<file path="src/rtl/instr_mem_pkg.sv">
// Shared types and constants for the instruction memory server.
package instr_mem_pkg;

  localparam int unsigned INSTR_W_DEF = 14;
  localparam int unsigned PC_W_DEF    = 8;
  localparam int unsigned DEPTH_DEF   = 64;

  localparam logic [INSTR_W_DEF-1:0] FILL_INSTR = 14'h0000;
  localparam int unsigned            PC_STRIDE  = 4;

  typedef enum logic [1:0] {
    LOAD = 2'd0,
    IDLE = 2'd1,
    READ = 2'd2,
    RESP = 2'd3
  } state_t;

endpackage

</file>
<file path="src/rtl/instr_mem_array.sv">
// Instruction storage: one write port, one synchronous read port, per-entry
// valid bits cleared asynchronously by clr_i. Contents are never reset.
// Optional second read port (prefetch) when INSTR_MEM_PREFETCH_EN is defined.
module instr_mem_array #(
  parameter int unsigned INSTR_W = 14,
  parameter int unsigned DEPTH   = 64,
  parameter int unsigned AW      = $clog2(DEPTH)
) (
  input  logic               clk_i,
  input  logic               clr_i,
  input  logic               we_i,
  input  logic [AW-1:0]      waddr_i,
  input  logic [INSTR_W-1:0] wdata_i,
  input  logic [AW-1:0]      raddr_i,
  output logic [INSTR_W-1:0] rdata_o,
  output logic               rvalid_o
`ifdef INSTR_MEM_PREFETCH_EN
  ,
  input  logic               pf_re_i,
  input  logic [AW-1:0]      pf_raddr_i,
  output logic [INSTR_W-1:0] pf_rdata_o,
  output logic               pf_rvalid_o
`endif
);

  logic [INSTR_W-1:0] mem_q [DEPTH];
  logic [DEPTH-1:0]   valid_q;

  // Storage write and registered read; no reset on contents.
  always_ff @(posedge clk_i) begin
    if (we_i) mem_q[waddr_i] <= wdata_i;
    rdata_o  <= mem_q[raddr_i];
    rvalid_o <= valid_q[raddr_i];
  end

  // Entry-valid bits: set on write, cleared by clr_i.
  always_ff @(posedge clk_i or posedge clr_i) begin
    if (clr_i) valid_q <= '0;
    else if (we_i) valid_q[waddr_i] <= 1'b1;
  end

`ifdef INSTR_MEM_PREFETCH_EN
  // Prefetch read port; holds its word between enabled reads.
  always_ff @(posedge clk_i) begin
    if (pf_re_i) begin
      pf_rdata_o  <= mem_q[pf_raddr_i];
      pf_rvalid_o <= valid_q[pf_raddr_i];
    end
  end
`endif

endmodule

</file>
<file path="src/rtl/instr_mem_server.sv">
// Instruction memory server: host loads the program, core fetches 14-bit
// words by byte PC. Optional macro INSTR_MEM_PREFETCH_EN adds a one-entry
// prefetch register (pc+4) giving latency-1 responses on a tag hit.
module instr_mem_server
  import instr_mem_pkg::*;
#(
  parameter int unsigned INSTR_W = INSTR_W_DEF,
  parameter int unsigned PC_W    = PC_W_DEF,
  parameter int unsigned DEPTH   = DEPTH_DEF
) (
  input  logic               clock,
  input  logic               reset,
  input  logic               load_valid,
  output logic               load_ready,
  input  logic [5:0]         load_addr,
  input  logic [INSTR_W-1:0] load_data,
  input  logic               load_done,
  input  logic               reload_req,
  input  logic               fetch_req,
  input  logic [PC_W-1:0]    fetch_pc,
  output logic               fetch_ready,
  output logic               instr_valid,
  output logic [INSTR_W-1:0] instruction,
  output logic               fetch_fault,
  output logic               prog_loaded
);

  localparam int unsigned AW = $clog2(DEPTH);
  localparam logic [INSTR_W-1:0] FILL = INSTR_W'(FILL_INSTR);
  localparam logic [PC_W-1:0]    STRIDE = PC_W'(PC_STRIDE);

  state_t             state_q, state_d;
  logic [PC_W-1:0]    pc_q, pc_d;
  logic               pend_q, pend_d;
  logic               loaded_q, loaded_d;
  logic [INSTR_W-1:0] instr_q, instr_d;
  logic               src_pf_q, src_pf_d;

  logic [INSTR_W-1:0] rd_data;
  logic               rd_vld;
  logic [INSTR_W-1:0] src_data;
  logic               src_vld;
  logic               resp_fault;
  logic [INSTR_W-1:0] resp_word;
  logic               hit;
  logic [PC_W-1:0]    pc_next;

  assign pc_next = pc_q + STRIDE;

`ifdef INSTR_MEM_PREFETCH_EN
  logic [PC_W-1:0]    tag_q, tag_d;
  logic               tag_vld_q, tag_vld_d;
  logic [INSTR_W-1:0] pf_data;
  logic               pf_vld;
  logic               pf_re;
  assign pf_re = (state_q == RESP);
  assign hit   = tag_vld_q && (fetch_pc == tag_q);
`else
  assign hit = 1'b0;
`endif

  instr_mem_array #(
    .INSTR_W (INSTR_W),
    .DEPTH   (DEPTH),
    .AW      (AW)
  ) u_array (
    .clk_i      (clock),
    .clr_i      (reset),
    .we_i       ((state_q == LOAD) && load_valid),
    .waddr_i    (load_addr[AW-1:0]),
    .wdata_i    (load_data),
    .raddr_i    (pc_q[AW+1:2]),
    .rdata_o    (rd_data),
    .rvalid_o   (rd_vld)
`ifdef INSTR_MEM_PREFETCH_EN
    ,
    .pf_re_i    (pf_re),
    .pf_raddr_i (pc_next[AW+1:2]),
    .pf_rdata_o (pf_data),
    .pf_rvalid_o(pf_vld)
`endif
  );

  // Response word source: prefetch register on a tag hit, array port otherwise.
  always_comb begin
    src_data = rd_data;
    src_vld  = rd_vld;
`ifdef INSTR_MEM_PREFETCH_EN
    if (src_pf_q) begin
      src_data = pf_data;
      src_vld  = pf_vld;
    end
`endif
    resp_fault = (pc_q[1:0] != 2'b00) || !src_vld;
    resp_word  = resp_fault ? FILL : src_data;
  end

  // State and datapath registers.
  always_ff @(posedge clock or posedge reset) begin
    if (reset) begin
      state_q   <= LOAD;
      pc_q      <= '0;
      pend_q    <= 1'b0;
      loaded_q  <= 1'b0;
      instr_q   <= FILL;
      src_pf_q  <= 1'b0;
`ifdef INSTR_MEM_PREFETCH_EN
      tag_q     <= '0;
      tag_vld_q <= 1'b0;
`endif
    end else begin
      state_q   <= state_d;
      pc_q      <= pc_d;
      pend_q    <= pend_d;
      loaded_q  <= loaded_d;
      instr_q   <= instr_d;
      src_pf_q  <= src_pf_d;
`ifdef INSTR_MEM_PREFETCH_EN
      tag_q     <= tag_d;
      tag_vld_q <= tag_vld_d;
`endif
    end
  end

  // Next-state and register updates.
  always_comb begin
    state_d  = state_q;
    pc_d     = pc_q;
    pend_d   = pend_q;
    loaded_d = loaded_q;
    src_pf_d = src_pf_q;
    instr_d  = (state_q == RESP) ? resp_word : instr_q;
    unique case (state_q)
      LOAD: if (load_done) state_d = IDLE;
      IDLE: begin
        if (reload_req) begin
          state_d = LOAD;
        end else if (fetch_req) begin
          pc_d     = fetch_pc;
          src_pf_d = hit;
          state_d  = hit ? RESP : READ;
        end
      end
      READ: begin
        state_d = RESP;
        if (reload_req) pend_d = 1'b1;
      end
      RESP: begin
        state_d = (pend_q || reload_req) ? LOAD : IDLE;
        pend_d  = 1'b0;
      end
      default: state_d = LOAD;
    endcase
    if (state_q == LOAD && load_done) loaded_d = 1'b1;
    else if (state_q != LOAD && state_d == LOAD) loaded_d = 1'b0;
`ifdef INSTR_MEM_PREFETCH_EN
    tag_d     = tag_q;
    tag_vld_d = tag_vld_q;
    if (state_q == RESP && state_d == IDLE) begin
      tag_d     = pc_next;
      tag_vld_d = 1'b1;
    end
    if ((state_q == LOAD && load_valid) || state_d == LOAD) tag_vld_d = 1'b0;
`endif
  end

  // Outputs decoded from state; instruction holds the last response.
  always_comb begin
    load_ready  = (state_q == LOAD);
    fetch_ready = (state_q == IDLE);
    instr_valid = (state_q == RESP);
    fetch_fault = (state_q == RESP) && resp_fault;
    instruction = (state_q == RESP) ? resp_word : instr_q;
    prog_loaded = loaded_q;
  end

endmodule

</file>
<file path="config.mk">
export PLATFORM = sky130hd
export DESIGN_NAME = instr_mem_server
export DESIGN_NICKNAME = d
export VERILOG_FILES = /design/src/rtl/instr_mem_pkg.sv /design/src/rtl/instr_mem_array.sv /design/src/rtl/instr_mem_server.sv
export SDC_FILE = /design/constraint.sdc
export NUM_CORES = 1
export LEC_CHECK = 0
export CAP_MARGIN = 20
export CORE_UTILIZATION = 40
export CTS_CLUSTER_DIAMETER = 150
export DETAILED_ROUTE_END_ITERATION = 7
export PLACE_DENSITY = 0.63
export SLEW_MARGIN = 10
export SYNTH_ARGS = -nofsm -noshare
export SYNTH_HDL_FRONTEND = slang
export SYNTH_HIERARCHICAL = 1
export SYNTH_SLANG_ARGS = --single-unit
</file>
<file path="constraint.sdc">
create_clock -name clock -period 5.39 [get_ports clock]
set_clock_uncertainty 0.2 [all_clocks]
set_input_delay 1.078 -clock clock [delete_from_list [all_inputs] [get_ports clock]]
set_output_delay 1.078 -clock clock [all_outputs]
set_load 0.01 [all_outputs]
</file>
==> results.yml <==
run_status:
  outcome: "finished clean"
min_path:
  holdCritPathClass: "reg2reg"
clocking:
  clock_path_buffers: 3
  path_clk_slew_ns: 0.06
  cts_resized: 0
  cts_tree: "built"
  cts-root-buf: "clkbuf_16"
  htreeDepth: 3
  cts_sinks: 1001
  numCtsBuffers: 98
  postCtsHoldBufs: 0
  cts_setup_buffers: 0
  clock_latency_ns: 0.66
floorplanning:
  initial_utilization_pct: 40.4
  die_h_um: 311
  die-area_um2: 97000
  ios: 53
  coreArea_um2: 94900
  rows: 113
  die_w_um: 311
yosys:
  synth-xor-area-share_pct: 0
  synth_mux_area_share_pct: 14.7
  synth_warnings: 6
  ys_seq_area_share_pct: 76.9
  ys_types: 54
  synth-simple-area-share_pct: 3.63
  synth_fa_ha_area_share_pct: 0
  synth_edf_count: 896
  syn_nets: 1846
  syn_avg_cell_area_um2: 21.1
  ys_ff_latch: 1001
  synth_top_family_by_area: "multiplexers"
  synthCells: 1812
  synth_compound_area_share_pct: 3.12
  synthFlopType: "edfxtp_1"
  netlist_area_um2: 38300
  synth_async_sr_flop_share_pct: 8.99
timing:
  tns_ns: 0
  fmax_mhz: 241
  slew_headroom_pct: 25.1
  maxSlewViolCount: 0
  fin_ws_ns: 1.24
  post-route-min-period_ns: 4.15
  worst_pin_slew_ns: 1.10
  setup_viol: 0
  rsz0062_at_grt: "false"
  hold_violations: 0
  final.period_utilization_pct: 77.0
global_routing:
  grt_pass1_wl_mm: 135
  track_usage_pct: 19.2
  grt-ovfl-total: 0
  grt_pass1_vias: 18866
  grt_max_degree: 106
  antenna_found_initial: 5
routing:
  viasPerCell: 5.68
  num_vias: 18802
  wire_per_inst_um: 28.0
  drt_iter0_drc: 2321
  wl_mm: 92.6
  drtPass1Iterations: 6
  drc: 0
  ant_nets: 0
place:
  place_ws_ns: 1.57
  place_congestion: 0.883
  dp_hpwl_mm: 55.5
  port_buffers: 52
job:
  max-cap-violations: 0
pwr:
  p_per_area_nw_per_um2: 495
  p_sw_mw: 6.37
  intPower_mw: 15.3
  seqPwrFrac_pct: 43.0
  p_clk_share_pct: 31.1
  max-vdd-ir-drop_uv: 311
  netSwitchingFraction_pct: 29.5
  p_leak_nw: 14.3
  p_comb_share_pct: 25.9
layout:
  final_common_cell: "edfxtp_1"
  final_cell_mix: "edfxtp_1 (896), mux4_2 (223), clkbuf_16 (100), buf_4 (91), nor2_1 (89)"
  syn2layout_area_growth_pct: 14.2
  drive_gt1_share_pct: 27.7
  nets: 1999
setup_path:
  cp_max_fo: 17
  crit_type: "reg2out"
  cp-start-kind: "flip-flop"
  rrSetupSlack_ns: 1.79
  cp.arrival_ns: 2.87
  end_kind: "output port"
  crit_required_ns: 4.11
==> power groups by stage <==
stage               registers, mW  clock network [mW]  logic (mW)
floorplan                    9.06                   0        4.01
global placement             9.45                   0        5.54
detailed placement           9.45                   0        5.59
CTS                          9.30                6.83        5.63
global route                 9.35                7.12        5.91
finish                       9.30                6.73        5.61
==> worst paths after layout <==
path,from,end,depth (start not counted)
worst max register to register,pc_q[3],u_array/rdata_o[1],5
worst min-delay path,u_array/valid_q[56],u_array/valid_q[56],1
worst min register to register,u_array/valid_q[56],u_array/valid_q[56],1
worst max-delay path,state_q[1],instruction[8],5
max in group asynchronous,reset,u_array/valid_q[59],3
min in group asynchronous,reset,pc_q[6],2
==> layout make-up <==
cell class | instances | area [µm²]
diodes | 1 | 2.50
inverters | 6 | 23.8
multi-input cells | 708 | 8230
fillers | 7780 | 51100
clock buffers | 138 | 2730
clock inverters | 44 | 454
repair buffers | 150 | 1260
well taps | 1265 | 1580
flip-flops and latches | 1001 | 29500
==> sequential cells by signal, indices dropped and copies added (netlist names) <==
| signal | count |
|---|---|
| instr_q | 14 |
| pc_q | 8 |
| pend_q | 1 |
| prog_loaded | 1 |
| state_q | 2 |
| u_array/mem_q | 896 |
| u_array/rdata_o | 14 |
| u_array/rvalid_o | 1 |
| u_array/valid_q | 64 |
==> Yosys cell counts (4+ instances only) <==
library cell	count	share of area [%]
o221ai_1	15	0.34
edfxtp_1	896	70
mux2_2	24	0.71
nor2_1	89	0.87
o22ai_1	27	0.44
buf_6	16	0.47
nor2b_1	9	0.15
dfxtp_1	15	0.78
nand2b_1	15	0.25
a22o_1	15	0.34
a31o_1	13	0.30
nor4_1	14	0.23
o21ai_0	4	0.052
buf_2	20	0.26
mux4_2	223	13
mux2i_1	34	0.89
dfrtp_1	90	5.9
o22a_1	13	0.30
a22oi_1	15	0.29
or2_1	6	0.098
buf_4	15	0.29
inv_1	5	0.049
a211oi_1	15	0.29
nand2_1	36	0.35
nand3_1	23	0.30
or2_2	59	0.96
clkbuf_1	42	0.41
o211ai_1	27	0.53
nand3b_1	6	0.12
==> worst max-delay path, cell delays in order (launching register included) <==
cell and delay (ns):
dfrtp_1 0.50, nand2_4 0.27, nor4b_4 0.30, buf_4 0.31
a22o_1 0.26, clkdlybuf4s50_1 0.56
==> cells by family after synthesis <==
| group | count (synthesis) |
|---|---|
| AND/OR/NAND/NOR | 270 |
| flip-flops | 1001 |
| multiplexers | 282 |
| AO/OA/AOI/OAI | 156 |
| buffers and inverters | 103 |
==> per-layer routing <==
| layer | share of wire (%) | wire, µm | global-route usage, % | vias up |
|---|---|---|---|---|
| met5 | 0.049 | 45 | 0 | - |
| met4 | 2.0 | 1810 | 4.50 | 8 |
| met3 | 8.6 | 7980 | 4.04 | 118 |
| met2 | 46 | 42200 | 28.7 | 802 |
| met1 | 44 | 40600 | 28.8 | 10065 |
| li1 | - | - | - | 7809 |
==> metrics by stage <==
step | std cells | hold WS, ns | area (µm²) | power [mW] | utilization (%)
3_3_place_gp | 3127 | 0.245 | 40500 | 15.0 | 42.7
4_1_cts | 3312 | 0.262 | 43700 | 21.8 | 46.1
3_5_place_dp | 3130 | 0.248 | 40600 | 15.0 | 42.8
6_report | 3313 | 0.260 | 43700 | 21.6 | 46.1
5_1_grt | 3312 | 0.271 | 43700 | 22.4 | 46.1
2_1_floorplan | 1812 | 0.228 | 38300 | 13.1 | -
(Power assumes the default switching activity.)
